===== src/rtl/log_pkg.sv =====
// Shared definitions for the natural-logarithm unit.
// Contents: FSM state type, datapath width constants, ln(1+2^-k) table.
// The table is generated for GUARD = 4 (F = 20); entries are ln(1+2^-k)*2^20 rounded.
package log_pkg;

    localparam int GUARD  = 4;
    localparam int N_ITER = 17;
    localparam int F      = 16 + GUARD;
    localparam int LN_W   = F + 1;    // 1.F table entries
    localparam int K_W    = 5;

    typedef enum logic [1:0] {
        IDLE = 2'd0,
        ITER = 2'd1,
        DONE = 2'd2
    } state_t;

    localparam logic [LN_W-1:0] LN_TABLE [0:16] = '{
        21'd726817,   // ln 2
        21'd425161,   // ln 1.5
        21'd233983,
        21'd123504,
        21'd63570,
        21'd32266,
        21'd16257,
        21'd8160,
        21'd4088,
        21'd2046,
        21'd1024,
        21'd512,
        21'd256,
        21'd128,
        21'd64,
        21'd32,
        21'd16
    };

endpackage


===== src/rtl/ln_rom.sv =====
// Combinational lookup k -> ln(1+2^-k) in 1.F fixed point.
// Ports: k (iteration index), val (table entry, 0 when k is past the table).
// Zero latency, no state.
module ln_rom
    import log_pkg::*;
(
    input  logic [K_W-1:0]  k,
    output logic [LN_W-1:0] val
);

    always_comb begin
        val = '0;
        if (k <= K_W'(16)) begin
            val = LN_TABLE[k];
        end
    end

endmodule


===== src/rtl/logarithm.sv =====
// Iterative natural logarithm of y in [1,4) by shift-and-add normalisation.
// Ports: clk/rst, start + intpart/fracpart (2.16 input), done/busy/err, lnint/lnfrac (1.16 result).
// Latency: 17 iterations after accept, done one cycle later; start ignored while busy.
module logarithm #(
    parameter int N_ITER = 17,
    parameter int GUARD  = 4
) (
    input  logic        clk,
    input  logic        rst,
    input  logic        start,
    input  logic [1:0]  intpart,
    input  logic [15:0] fracpart,
    output logic        done,
    output logic        busy,
    output logic        err,
    output logic        lnint,
    output logic [15:0] lnfrac
);

    import log_pkg::*;

    // GUARD must match the package value: the ln table is built for that fraction width.
    localparam int FW = 16 + GUARD;

    state_t            state;
    state_t            state_nxt;

    logic [FW+1:0]     yr;       // 2.F target
    logic [FW+2:0]     p;        // 3.F running product
    logic [FW:0]       acc;      // 1.F running logarithm
    logic [K_W-1:0]    k;
    logic              err_q;
    logic [16:0]       res_q;

    logic [LN_W-1:0]   ln_k;
    logic [FW+2:0]     t;
    logic              take;
    logic [FW:0]       acc_next;
    logic              last;

    ln_rom u_rom (
        .k   (k),
        .val (ln_k)
    );

    // p < 4 and p >> k <= p, so t < 8 always fits the 3.F product width.
    assign t        = p + (p >> k);
    assign take     = (t <= {1'b0, yr});
    assign acc_next = take ? (acc + ln_k) : acc;
    assign last     = (k == K_W'(N_ITER - 1));

    always_comb begin
        state_nxt = state;
        done      = 1'b0;
        busy      = 1'b1;
        case (state)
            IDLE: begin
                busy = 1'b0;
                if (start) begin
                    state_nxt = (intpart != 2'd0) ? ITER : DONE;
                end
            end
            ITER: begin
                if (last) begin
                    state_nxt = DONE;
                end
            end
            DONE: begin
                done      = 1'b1;
                state_nxt = IDLE;
            end
            default: begin
                state_nxt = IDLE;
            end
        endcase
    end

    always_ff @(posedge clk) begin
        if (rst) begin
            state <= IDLE;
            yr    <= '0;
            p     <= '0;
            acc   <= '0;
            k     <= '0;
            err_q <= 1'b0;
            res_q <= '0;
        end else begin
            state <= state_nxt;
            case (state)
                IDLE: begin
                    if (start) begin
                        if (intpart != 2'd0) begin
                            yr  <= {intpart, fracpart, {GUARD{1'b0}}};
                            p   <= (FW+3)'(1) << FW;
                            acc <= '0;
                            k   <= '0;
                        end else begin
                            // y < 1: ln would be negative, outside the result format
                            err_q <= 1'b1;
                            res_q <= '0;
                        end
                    end
                end
                ITER: begin
                    if (take) begin
                        p <= t;
                    end
                    acc <= acc_next;
                    k   <= k + K_W'(1);
                    if (last) begin
                        // Drop the guard bits by truncation
                        res_q <= 17'(acc_next >> GUARD);
                        err_q <= 1'b0;
                    end
                end
                default: begin
                end
            endcase
        end
    end

    assign err    = err_q;
    assign lnint  = res_q[16];
    assign lnfrac = res_q[15:0];

endmodule


===== config.mk =====
export PLATFORM = sky130hd
export DESIGN_NAME = logarithm
export DESIGN_NICKNAME = d
export VERILOG_FILES = /design/src/rtl/log_pkg.sv /design/src/rtl/ln_rom.sv /design/src/rtl/logarithm.sv
export SDC_FILE = /design/constraint.sdc
export NUM_CORES = 1
export LEC_CHECK = 0
export ABC_AREA = 1
export ABC_CLOCK_PERIOD_IN_PS = 10850
export CAP_MARGIN = 20
export CORE_UTILIZATION = 40
export DETAILED_ROUTE_END_ITERATION = 8
export GPL_TIMING_DRIVEN = 1
export PLACE_DENSITY = 0.54
export SYNTH_ARGS = -nofsm -noshare
export SYNTH_HDL_FRONTEND = slang
export SYNTH_SLANG_ARGS = --single-unit

===== constraint.sdc =====
create_clock -name clk -period 10.85 [get_ports clk]
set_input_delay 2.17 -clock clk [delete_from_list [all_inputs] [get_ports clk]]
set_output_delay 2.17 -clock clk [all_outputs]
set_load 0.005 [all_outputs]

==> run metrics <==
worst path required time=11.06 ns; Top Ports=41; Die Ht=137.4 µm; Mapped Area=7330 µm²; asr flop ratio synth=0%; final setup fails=0; first-pass GRT wire length=36,140 µm; Residual DRC=0; Hold-fix buffers, CTS=0; pwr dens=144.7 nW/µm²; CTS root buf=clkbuf_16; TritonCTS clock tree=done; clock skew=0.007307 ns; ant diodes=0; vias in the first global route=6,643; final net count=1,227; Vias=7,511; Yosys warnings=0; pre-CTS WS=4.224 ns; PortBufs=40; Max Root-Sink Buffers=2; # fillers=1,905; Pre-antenna DRT Iters=7; Num CTS Buffers=9; clock latency on the worst-skew pair=0.36 ns; Post-synth top flop=dfxtp_1; area occupied by multi-input gates=4960 µm²; Yosys reg bits=87; Largest stage delay, worst path=1.02 ns; Max FO, Critical Path=32; Starting Density=40.80%; Pleak=3.726 nW; commonest non-fill, non-tap cell in the layout=nand2_1; main combinational cell family by area after synthesis=simple AND/OR/NAND/NOR gates; drt via density=5.478; DP HPWL=17,190 µm; Post-Synth Adder-Cell Area=11.98%; Critical Path AT=6.96 ns; Rel. slew slack=29.71%; Placed Cells=1,355; unrepaired setup endpoints after global routing=false; PostCTS Resize Cnt=0; DR iter-0 viols=781; final worst path period share=62.20%; most area-hungry cell type in the Yosys netlist=dfxtp_1; register area share after synthesis=23.76%; initial antenna violation count=0; CTS sink count=87; CORE AREA=17,960 µm²; max_cap viols=0; run status=finished, final reports clean; slowest CP cell=dfxtp_1; WL/cell=16.50 µm; Mapped Avg Cell Area=6.492 µm²; Tmin final=6.748 ns; postcts setup bufs=0; fin worst setup slack=4.102 ns; Gate Count Post-Synth=1,129; Synth Area in Simple Gates=29.12%; worst IR drop on VDD=0.07490 mV; multiplexer area fraction after synthesis=0.4097%; Layout area overhead=11.18%; CP delay by family, top=simple AND/OR/NAND/NOR gates; Die Span X=137.4 µm; Hold Path Class=reg -> reg; layout cells sized above 1=4.116%; Slew Viols, Final=0; final-report hold violation count=0; top cells by area, synth=dfxtp_1, nand2_1, ha_1; GRT overflow=0; crit start category=register; GPL Wtd Cong=0.9518; commonest non-fill, non-tap cells in the layout=nand2_1, a21oi_1, inv_1; number of antenna-violating nets in the routed design=0; cell mode on critical path=nand2_1; synth unique cells=53; post-synthesis xor/xnor area fraction=4.421%; die area=18,870 µm²; num rows=49; kind of critical path=reg -> reg; share of the synthesized area in the top cell type=23.76%; Reg area=1742 µm²; non-filler cells, final=1,371; Post-synth EDFFs=0; final wirelength=22,620 µm; CP bufs+invs=3; Compound-Gate Fraction of Synth Area=21.70%; net count after synthesis=1,219; CTS HTree Levels=3; setup_tns=0 ns; largest net degree at the start of global routing=63; GRT Total Usage=24.96%; Worst Tran Pin Value=1.053 ns; Fmax achieved=148.2 MHz; Power Total=1.179 mW; CP Capture Type=register; Worst-path clk slew=0.07 ns
==> cells in the mapped netlist, drive strengths merged, types with 2 or more instances <==
library cell,n
o211ai,10
clkinv,2
xnor2,12
o32ai,3
o22ai,9
nor2,84
xor2,25
a31oi,5
nor3b,3
nand4,12
clkbuf,34
o31ai,2
nand2,270
buf,14
fa,2
mux2i,3
nand3,105
o21ai,90
a22oi,2
nor3,9
a21o,6
o21a,3
a21oi,135
a21boi,3
inv,112
o221ai,5
dfxtp,87
nand3b,4
ha,67
a211oi,4
==> through the flow <==
step	area (µm²)	hold WS (ns)	util [%]
2_1_floorplan	7330	0.4353	-
3_3_place_gp	7849	0.4528	43.69
3_5_place_dp	7849	0.4569	43.69
4_1_cts	8149	0.4699	45.36
5_1_grt	8149	0.4961	45.36
6_report	8149	0.4647	45.36
==> final cells by class <==
type,count,area share [%]
multi-input cells,880,60.86
clock inverters,7,0.9212
flip-flops and latches,87,21.37
well taps,229,3.516
clock buffers,9,2.764
inverters,114,5.251
repair buffers,45,5.312
==> worst paths after layout <==
path | depth (start not counted) | slack [ns] | endpoint | from
max | 28 | 4.10 | p[3]$_SDFFE_PP0P_ | k[2]$_SDFFE_PP0P_
min reg2reg | 2 | 0.46 | yr[14]$_SDFFE_PP0P_ | yr[14]$_SDFFE_PP0P_
max reg2reg | 28 | 4.10 | p[3]$_SDFFE_PP0P_ | k[2]$_SDFFE_PP0P_
min | 2 | 0.46 | yr[14]$_SDFFE_PP0P_ | yr[14]$_SDFFE_PP0P_
==> where the power goes <==
group	internal, mW	leakage (nW)	switching, mW	total (mW)
clock	0.164	0.145	0.158	0.322
combinational	0.161	2.87	0.323	0.483
sequential	0.349	0.709	0.0244	0.374
==> cell families (layout without fill, tap and decap cells) <==
family | Yosys count | in the layout
AO/OA/AOI/OAI | 282 | 282
XOR/XNOR | 37 | 37
adder cells (fa/ha/maj) | 69 | 69
buffers and inverters | 162 | 175
flip-flops | 87 | 87
multiplexers | 3 | 3
AND/OR/NAND/NOR | 489 | 489
==> worst min-delay path, stage by stage (launching register included) <==
cell and delay, ns:
dfxtp_1 0.30, inv_1 0.06, a21oi_1 0.06
==> state kept, by name (all words and copies together), names as in the netlist <==
name and count:
acc 21, err 1, k 5, p 23, res_q 17, state 2, yr 18
==> routing by layer <==
layer | GRT usage (%) | routed length, µm | vias up
li1 | - | - | 3844
met3 | 4.231 | 1355 | 23
met5 | 0 | 0 | -
met2 | 33.56 | 8734 | 252
met1 | 39.65 | 12210 | 3392
met4 | 6.227 | 324 | 0
Power figures use the tool's default switching activity.
